<file path="config.mk">
export PLATFORM = sky130hd
export DESIGN_NAME = fetch_unit
export DESIGN_NICKNAME = d
export VERILOG_FILES = /design/src/rtl/fetch_unit.sv
export SDC_FILE = /design/constraint.sdc
export NUM_CORES = 1
export LEC_CHECK = 0
export ABC_CLOCK_PERIOD_IN_PS = 4700
export CORE_MARGIN = 8
export CORE_UTILIZATION = 59
export DETAILED_ROUTE_END_ITERATION = 8
export GPL_TIMING_DRIVEN = 0
export HOLD_SLACK_MARGIN = 0.15
export MAX_ROUTING_LAYER = met4
export PLACE_DENSITY_LB_ADDON = 0.3
export SYNTH_ARGS = -nofsm -noshare
export SYNTH_HDL_FRONTEND = slang
export SYNTH_SLANG_ARGS = --single-unit
export TNS_END_PERCENT = 30
</file>
<file path="constraint.sdc">
create_clock -name clk -period 4.7 [get_ports clk]
set_input_delay 0.47 -clock clk [delete_from_list [all_inputs] [get_ports clk]]
set_output_delay 0.47 -clock clk [all_outputs]
set_load 0.005 [all_outputs]
</file>
<file path="src/rtl/fetch_unit.sv">
// Instruction-fetch front end: owns the PC, streams word reads to a 1-cycle imem, queues returns for decode.
// Latency: issue in cycle N, data enqueued at end of N+1, out_valid in N+2; one instruction/cycle steady state.
// Backpressure: out_ready=0 stops issue once queue occupancy + in-flight read reaches FQ_DEPTH; PC holds.
//
// Ports:
//   clk, rst            rising-edge clock, asynchronous active-low reset
//   imem_req/imem_addr  read enable and word-aligned byte address to instruction memory
//   imem_rdata          read data, valid the cycle after imem_req
//   redirect_valid/_pc  branch/jump redirect from execute; flushes queue and in-flight read
//   out_valid/out_ready valid/ready handshake to decode
//   out_instr/out_pc    head instruction and its PC (zero when the queue is empty)
//   out_misalign        only with FETCH_MISALIGN_CHECK_EN: head entry is a misaligned-redirect marker
//
// Optional feature macro: FETCH_MISALIGN_CHECK_EN. When defined, a redirect to a non-word-aligned
// target enqueues a single marker entry instead of fetching, then stalls issue until the next redirect.
// When undefined, the two low bits of redirect_pc are cleared before loading the PC.

module fetch_unit #(
    parameter int unsigned       XLEN     = 32,
    parameter int unsigned       ILEN     = 32,
    parameter int unsigned       FQ_DEPTH = 4,
    parameter logic [XLEN-1:0]   RESET_PC = '0
) (
    input  logic            clk,
    input  logic            rst,
    output logic            imem_req,
    output logic [XLEN-1:0] imem_addr,
    input  logic [ILEN-1:0] imem_rdata,
    input  logic            redirect_valid,
    input  logic [XLEN-1:0] redirect_pc,
    output logic            out_valid,
    input  logic            out_ready,
    output logic [ILEN-1:0] out_instr,
    output logic [XLEN-1:0] out_pc
`ifdef FETCH_MISALIGN_CHECK_EN
    ,
    output logic            out_misalign
`endif
);

    localparam int unsigned PTR_W = $clog2(FQ_DEPTH);
    localparam int unsigned CNT_W = PTR_W + 1;
    localparam logic [CNT_W-1:0] DEPTH_C = CNT_W'(FQ_DEPTH);

    // ------------------------------------------------------------------
    // State
    // ------------------------------------------------------------------
    logic [XLEN-1:0]  pc_q, pc_d;
    logic             inflight_q, inflight_d;
    logic [XLEN-1:0]  inflight_pc_q, inflight_pc_d;
    logic [PTR_W-1:0] head_q, head_d;
    logic [PTR_W-1:0] tail_q, tail_d;
    logic [CNT_W-1:0] count_q, count_d;

    // Queue storage; contents are qualified by count_q so they need no reset.
    logic [ILEN-1:0]  fq_instr_q [FQ_DEPTH];
    logic [XLEN-1:0]  fq_pc_q    [FQ_DEPTH];

`ifdef FETCH_MISALIGN_CHECK_EN
    logic             stall_q, stall_d;       // issue blocked after a misaligned redirect
    logic             mis_pend_q, mis_pend_d; // marker entry waiting to be enqueued
    logic             fq_mis_q   [FQ_DEPTH];
`endif

    // ------------------------------------------------------------------
    // Control
    // ------------------------------------------------------------------
    logic             issue_blk;
    logic             issue;
    logic             enq_vld;
    logic             deq_vld;
    logic             enq_mis;
    logic [ILEN-1:0]  enq_instr;
    logic [XLEN-1:0]  enq_pc;
    logic [CNT_W:0]   credit_used;

    always_comb begin
`ifdef FETCH_MISALIGN_CHECK_EN
        issue_blk = stall_q;
`else
        issue_blk = 1'b0;
`endif
        // Occupancy plus the read still in flight must leave room for the new read's return.
        credit_used = {1'b0, count_q} + {{CNT_W{1'b0}}, inflight_q};

        // rst gates the request so it drops the instant reset asserts, not at the next edge.
        issue = rst && !redirect_valid && !issue_blk && (credit_used < {1'b0, DEPTH_C});

        // Redirect wins over everything: a return landing in the redirect cycle is dropped.
`ifdef FETCH_MISALIGN_CHECK_EN
        enq_vld = (inflight_q || mis_pend_q) && !redirect_valid;
        enq_mis = mis_pend_q;
`else
        enq_vld = inflight_q && !redirect_valid;
        enq_mis = 1'b0;
`endif
        deq_vld = out_valid && out_ready && !redirect_valid;

        // The marker entry carries the (misaligned) PC and a zero instruction word.
        if (enq_mis) begin
            enq_instr = '0;
            enq_pc    = pc_q;
        end else begin
            enq_instr = imem_rdata;
            enq_pc    = inflight_pc_q;
        end
    end

    // ------------------------------------------------------------------
    // Next state
    // ------------------------------------------------------------------
    always_comb begin
        pc_d          = pc_q;
        inflight_d    = inflight_q;
        inflight_pc_d = inflight_pc_q;
        head_d        = head_q;
        tail_d        = tail_q;
        count_d       = count_q;
`ifdef FETCH_MISALIGN_CHECK_EN
        stall_d       = stall_q;
        mis_pend_d    = mis_pend_q;
`endif

        if (redirect_valid) begin
            head_d     = '0;
            tail_d     = '0;
            count_d    = '0;
            inflight_d = 1'b0;
`ifdef FETCH_MISALIGN_CHECK_EN
            pc_d       = redirect_pc;
            stall_d    = (redirect_pc[1:0] != 2'b00);
            mis_pend_d = (redirect_pc[1:0] != 2'b00);
`else
            pc_d       = redirect_pc & ~XLEN'(3);
`endif
        end else begin
            if (issue) begin
                pc_d          = pc_q + XLEN'(4);
                inflight_d    = 1'b1;
                inflight_pc_d = pc_q;
            end else begin
                inflight_d    = 1'b0;
            end

`ifdef FETCH_MISALIGN_CHECK_EN
            if (mis_pend_q) begin
                mis_pend_d = 1'b0;
            end
`endif
            if (enq_vld) begin
                tail_d = tail_q + 1'b1;
            end
            if (deq_vld) begin
                head_d = head_q + 1'b1;
            end

            case ({enq_vld, deq_vld})
                2'b10:   count_d = count_q + 1'b1;
                2'b01:   count_d = count_q - 1'b1;
                default: count_d = count_q;
            endcase
        end
    end

    // ------------------------------------------------------------------
    // Registers
    // ------------------------------------------------------------------
    always_ff @(posedge clk or negedge rst) begin
        if (!rst) begin
            pc_q          <= RESET_PC;
            inflight_q    <= 1'b0;
            inflight_pc_q <= '0;
            head_q        <= '0;
            tail_q        <= '0;
            count_q       <= '0;
`ifdef FETCH_MISALIGN_CHECK_EN
            stall_q       <= 1'b0;
            mis_pend_q    <= 1'b0;
`endif
        end else begin
            pc_q          <= pc_d;
            inflight_q    <= inflight_d;
            inflight_pc_q <= inflight_pc_d;
            head_q        <= head_d;
            tail_q        <= tail_d;
            count_q       <= count_d;
`ifdef FETCH_MISALIGN_CHECK_EN
            stall_q       <= stall_d;
            mis_pend_q    <= mis_pend_d;
`endif
        end
    end

    always_ff @(posedge clk) begin
        if (enq_vld) begin
            fq_instr_q[tail_q] <= enq_instr;
            fq_pc_q[tail_q]    <= enq_pc;
`ifdef FETCH_MISALIGN_CHECK_EN
            fq_mis_q[tail_q]   <= enq_mis;
`endif
        end
    end

    // ------------------------------------------------------------------
    // Outputs
    // ------------------------------------------------------------------
    always_comb begin
        imem_req  = issue;
        imem_addr = pc_q;
        out_valid = (count_q != '0);
        // Head fields are forced to zero when empty so stale storage never leaks out.
        out_instr = out_valid ? fq_instr_q[head_q] : '0;
        out_pc    = out_valid ? fq_pc_q[head_q]    : '0;
`ifdef FETCH_MISALIGN_CHECK_EN
        out_misalign = out_valid ? fq_mis_q[head_q] : 1'b0;
`endif
    end

`ifndef SYNTHESIS
    // The credit check on issue should make a write into a full queue impossible.
    fq_no_overflow: assert property (@(posedge clk) disable iff (!rst)
        !(enq_vld && !deq_vld && (count_q == DEPTH_C)));
`endif

endmodule

</file>
==> flow_summary.yaml, run 1 <==
die:
  die-area_sq_um: 26500
  start_util_pct: 60.4
  fp.dieH_microns: 163
  ios: 166
  die_w_microns: 163
  core_sq_um: 21100
  row_count: 53
yosys:
  yosys.cell_types.count: 42
  muxShareOfSynthArea_pct: 11.2
  synth_compound_area_share_pct: 2.70
  yosys-top-cells-area: "edfxtp_1 (58%), dfrtp_1 (13%), mux4_2 (11%), nand2_1 (3.6%), and2_1 (3.2%)"
  synth.cells.most_frequent: "edfxtp_1 (248), nand2_1 (123), dfrtp_1 (68)"
  synth_ff_type: "edfxtp_1"
  netlist_area_sq_um: 12700
  yosysWarnings: 0
  yosysSeqAreaShare_pct: 71.9
  async_reset_ff_share_pct: 21.5
  yosysTopAreaCell: "edfxtp_1"
  synth.most_common_cell: "edfxtp_1"
  netlist.area_leader.share_pct: 58.5
  synth_fa_ha_area_share_pct: 0.649
  synthSimpleGateAreaFrac_pct: 11.5
  synth-xor-area-share_pct: 0.413
  synth-edff-count: 248
  syn_inst: 778
  synth.avg_cell_area_sq_um: 16.4
  yosys_register_bits: 316
  synth_top_family_by_area: "simple AND/OR/NAND/NOR gates"
power:
  comb_power_share_pct: 26.6
  pwr-share-clk_pct: 30.2
  leakage_nw: 5.60
  powerDensity_nw_per_um2: 525
  power.internal_w: 0.00616
  swShare_pct: 26.1
  finalPower_w: 0.00833
  p_seq_share_pct: 43.3
  peakVddDrop_mv: 0.297
  switchingPower_w: 0.00217
clocking:
  path_clk_slew_ns: 0.06
  clk_path_buf_depth: 3
  cts-root-buf: "clkbuf_16"
  cts_sinks: 316
  clk_latency_ns: 0.53
  post_cts_buffers: 0
  cts-buffers-inserted: 31
  h-tree-depth: 1
  cts_tree: "yes"
route:
  drt_wl_total_mm: 27.7
  drtIter0Drc: 607
  route.detailed.drc: 0
  dr_total_vias: 7421
  wl_met3_mm: 1.74
  wl_met1_mm: 12.2
  antenna_left: 0
  dr.pass1.iters: 5
  drt-wirelength-per-cell_microns: 21.7
  avgViaCountPerCell: 5.82
  dr_wl_met2_mm: 13.4
  top_layer: "met4"
setup_path:
  rr_startpoint: "imem_addr[2]"
  cp.arrival_ns: 3.90
  worst-path-stages: 7
  crit_buf_inv: 6
  required_ns: 4.23
  slowest_delay_ns: 0.67
  cp-start-kind: "input port"
  worstPathCellList: "dlygate4sd3_1 -> buf_4 -> nand3_1 -> inv_1 -> buf_2 -> buf_1 -> clkdlybuf4s50_1"
  cp_slowest_cell: "buf_4"
  cp-startpoint: "rst"
  crit_path_max_fanout: 69
  crit_family: "buffers and inverters"
  worst_setup_path_end_kind: "output pin"
  reg2reg_to: "imem_addr[28]"
  reg2reg_depth: 6
  crit_path_end: "imem_req"
  reg2reg_setup_slack_ns: 2.33
  crit_type: "in2out"
grt:
  grt_util_all_layers_pct: 21.6
  grt_max_degree: 70
  antenna_found_initial: 0
  grt_pass1_wl_mm: 43.5
  grt_overflow: 0
  grt_pass1_vias: 7720
final_layout:
  regArea_sq_um: 9150
  multi_input_comb_area_sq_um: 3400
  design_area_sq_um: 15900
  final_cells: 1276
  syn2layout_area_growth_pct: 24.6
  n_fill_cell: 1248
  n_antenna_cell: 0
  nNetsFinal: 1051
  drive_above_1_share_pct: 13.3
timing:
  setup_viol: 0
  layout_min_cycle_time_ns: 4.37
  drv_slew: 0
  post-route-period-util_pct: 93.0
  finalHoldViolCount: 0
  final.setup_skew_ns: 0.0109
  fmaxAchievable_mhz: 229
  relSlewSlack_pct: 40.2
  rsz0062_at_grt: "false"
  worst_pin_slew_ns: 0.896
  hold_slack_ns: 0.499
  fin_tns_setup_ns: 0
job:
  drv_cap: 0
place:
  dpl.hpwl_mm: 18.1
  io_buffers: 158
  globalplace.congestion: 0.914
  place_area_sq_um: 14800
  dp.cells: 1218
status:
  status: "finished clean"
hold_path:
  hp-class: "in2reg"
[how the worst min path moves through the flow]
stage	slack [ns]	start	depth (start not counted)	endpoint
CTS	0.48	redirect_pc[26]	3	imem_addr[26]
global placement	0.50	enq_pc[10]	0	fq_pc_q[3][10]
detailed placement	0.51	enq_pc[21]	0	fq_pc_q[3][21]
global route	0.51	redirect_pc[26]	3	imem_addr[26]
floorplan	0.17	rst	0	count_q[0]
finish	0.50	redirect_pc[26]	3	imem_addr[26]
[cells in the final DEF (no fill, tap or decap), drive strengths merged, types with 4 or more instances in the layout]
cell and n:
edfxtp 248, clkdlybuf4s50 157, nand2 123, clkbuf 75, dfrtp 68, and2 67, mux4 62, nand3 25
buf 24, nor2 18, o21ai 17, nand4 12, o211ai 9, nor2b 8, and3 7, or3 6
o311ai 6, nand3b 6, a22oi 6, ha 5, inv 4, a221o 4, conb 4, clkinv 4
[worst min-delay path: cells and delay by family]
kind	cells	cell delay [ns]
buffers and inverters	1	0.40
and+or+nand+nor	2	0.12
[state kept, by name (all words and copies together) (netlist names)]
name,count
tail_q,2
fq_pc_q,120
imem_addr,30
fq_instr_q,128
enq_pc,30
count_q,3
head_q,2
inflight_q,1
[through the flow]
step / setup WS (ns) / utilization (%)
2_1_floorplan: 1.96 / -
3_3_place_gp: -1.72 / 69.6
3_5_place_dp: 0.912 / 70.1
4_1_cts: 0.330 / 75.2
5_1_grt: 0.0720 / 75.2
6_report: 0.327 / 75.2
[power groups by stage]
stage / Clock, W / Sequential (W) / Combinational, W
after CTS: 0.00254 / 0.00360 / 0.00227
final: 0.00251 / 0.00360 / 0.00221
after detailed placement: 0 / 0.00365 / 0.00224
after global placement: 0 / 0.00364 / 0.00219
after floorplan: 0 / 0.00357 / 0.00113
after global routing: 0.00266 / 0.00364 / 0.00241
[area by class of cell]
cell class	count	share of cell area, %
Buffer	44	1.21
Clock buffer	50	6.04
Clock inverter	7	0.671
Inverter	4	0.0947
Multi-Input combinational cell	417	21.4
Sequential cell	316	57.7
Tap cell	275	2.17
Timing Repair Buffer	163	10.7
[cells by family after synthesis]
kind of cell,count (synthesis)
buf+inv,48
mux,65
other cells,1
xor+xnor,6
compound gates,50
flops,316
fa+ha+maj,6
simple gates,286
[what timing repair did]
action	in CTS	in global routing
endpoints found under the hold margin	68	0
hold buffers	1	0
resized for setup	0	0
[layer usage]
| layer | up-vias | global-route usage (%) |
|---|---|---|
| met5 | - | - |
| met4 | 0 | 5.05 |
| met3 | 21 | 3.77 |
| met2 | 285 | 33.7 |
| met1 | 3763 | 29.5 |
| li1 | 3352 | - |
No activity file was read; power rests on OpenSTA's default activity.
==> run 2: changes to the inputs <==
--- a/config.mk
+++ b/config.mk
@@ -5,13 +5,13 @@
 export SDC_FILE = /design/constraint.sdc
 export NUM_CORES = 1
 export LEC_CHECK = 0
+export ABC_AREA = 0
 export ABC_CLOCK_PERIOD_IN_PS = 4700
 export CORE_MARGIN = 8
 export CORE_UTILIZATION = 59
 export DETAILED_ROUTE_END_ITERATION = 8
 export GPL_TIMING_DRIVEN = 0
 export HOLD_SLACK_MARGIN = 0.15
-export MAX_ROUTING_LAYER = met4
 export PLACE_DENSITY_LB_ADDON = 0.3
 export SYNTH_ARGS = -nofsm -noshare
 export SYNTH_HDL_FRONTEND = slang
==> flow_summary.yaml, run 2 (same netlist as run 1, synthesis figures left out) <==
status:
  status: "finished clean"
final_layout:
  regArea_sq_um: 9150
  final_cells: 1276
  reg_top3: "fq_instr_q: 128 flops, fq_pc_q: 120 flops"
  syn2layout_area_growth_pct: 24.9
  n_antenna_cell: 0
  final_cell_mix: "edfxtp_1 (248), clkdlybuf4s50_1 (157), nand2_1 (123), dfrtp_1 (68)"
  top_register: "fq_instr_q"
  post-route-util_pct: 75.4
  design_area_sq_um: 15900
  nNetsFinal: 1051
  largest_reg_flops: 128
  n_fill_cell: 1274
  multi_input_comb_area_sq_um: 3400
  final_common_cell: "edfxtp_1"
  drive_above_1_share_pct: 13.9
die:
  die-area_sq_um: 26500
  core_sq_um: 21100
  fp.dieH_microns: 163
  start_util_pct: 60.4
  row_count: 53
  ios: 166
  die_w_microns: 163
route:
  drt_wl_total_mm: 27.7
  antenna_left: 0
  avgViaCountPerCell: 5.83
  drtIter0Drc: 649
  dr.pass1.iters: 5
  route.detailed.drc: 0
  drt-wirelength-per-cell_microns: 21.7
  dr_total_vias: 7438
grt:
  grt_overflow: 0
  grt_util_all_layers_pct: 21.0
  grt_max_degree: 70
  grt_pass1_vias: 7739
  antenna_found_initial: 0
  grt_pass1_wl_mm: 43.3
setup_path:
  reg2reg_setup_slack_ns: 2.39
  reg2reg_depth: 8
  rr_startpoint: "inflight_q"
  required_ns: 4.23
  worst_setup_path_end_kind: "output pin"
  cp.arrival_ns: 3.90
  crit_path_max_fanout: 69
  crit_type: "in2out"
  reg2reg_to: "enq_pc[20]"
  cp-start-kind: "input port"
timing:
  fin_ws_ns: 0.333
  relSlewSlack_pct: 40.7
  drv_slew: 0
  post-route-period-util_pct: 92.9
  final.setup_skew_ns: 0.00823
  layout_min_cycle_time_ns: 4.37
  setup_viol: 0
  finalHoldViolCount: 0
  rsz0062_at_grt: "false"
  worst_pin_slew_ns: 0.890
  fmaxAchievable_mhz: 229
power:
  pwr-share-clk_pct: 31.0
  power.internal_w: 0.00622
  p_seq_share_pct: 42.7
  leakage_nw: 5.62
  peakVddDrop_mv: 0.375
  comb_power_share_pct: 26.2
  powerDensity_nw_per_um2: 530
  swShare_pct: 26.2
  switchingPower_w: 0.00221
clocking:
  clk_path_buf_depth: 3
  cts-root-buf: "clkbuf_16"
  clk_latency_ns: 0.54
  cts_sinks: 316
  cts-buffers-inserted: 31
  cts-resized-gates: 0
  h-tree-depth: 1
  path_clk_slew_ns: 0.06
  cts_tree: "yes"
job:
  drv_cap: 0
place:
  dpl.hpwl_mm: 18.1
  io_buffers: 158
  dp.cells: 1218
  globalplace.congestion: 0.890
  dp_slack_ns: 0.852
  place_area_sq_um: 14800
hold_path:
  hp-class: "in2reg"
  holdPathEnd: "imem_addr[2]"
  hold_start: "redirect_pc[2]"
  min_path_cells: 3
==> run 2: cell type report <==
| type | instances | share of cell area, % |
|---|---|---|
| Buffer | 44 | 1.20 |
| Clock buffer | 37 | 5.28 |
| Clock inverter | 20 | 1.71 |
| Inverter | 4 | 0.0944 |
| Multi-Input combinational cell | 417 | 21.4 |
| Sequential cell | 316 | 57.5 |
| Tap cell | 275 | 2.16 |
| Timing Repair Buffer | 163 | 10.7 |
==> run 2: how the worst max path moves through the flow <==
| stage | from | to | slack [ns] | depth (start not counted) |
|---|---|---|---|---|
| floorplan | redirect_valid | fq_instr_q[0][0] | 1.96 | 3 |
| global placement | rst | imem_req | -1.74 | 6 |
| detailed placement | rst | imem_req | 0.85 | 6 |
| CTS | rst | imem_req | 0.30 | 7 |
| global route | rst | imem_req | 0.02 | 7 |
| finish | rst | imem_req | 0.33 | 7 |
==> run 2: per-layer routing <==
metal,GRT usage [%],wire length (microns),vias up
li1,-,-,3366
met1,28.1,11400,3717
met2,35.1,13600,320
met3,4.78,2360,35
met4,4.21,373,0
met5,0,0,-
==> run 2: critical path, cell delays in order <==
cell and delay, ns:
dlygate4sd3_1 0.52, buf_4 0.67, nand3_1 0.48, inv_1 0.30, buf_2 0.26, buf_1 0.52, clkdlybuf4s50_1 0.63
==> run 2: stage by stage <==
step           hold WS [ns]  TNS (ns)  total power (W)
2_1_floorplan         0.174         0          0.00470
3_3_place_gp          0.498    -44.85          0.00583
3_5_place_dp          0.504         0          0.00590
4_1_cts               0.483         0          0.00852
5_1_grt               0.511         0          0.00879
6_report              0.501         0          0.00842
==> run 2: power by group through the flow <==
stage          Combinational, W  Sequential, W  Clock [W]
3_5_place_dp            0.00224        0.00365          0
2_1_floorplan           0.00113        0.00357          0
5_1_grt                 0.00242        0.00364    0.00274
3_3_place_gp            0.00219        0.00364          0
4_1_cts                 0.00227        0.00360    0.00265
6_report                0.00221        0.00360    0.00261
==> run 2: repair_timing <==
item	in CTS	in global routing
buffers inserted	0	0
hold endpoints to repair	68	0
hold buffers	1	0
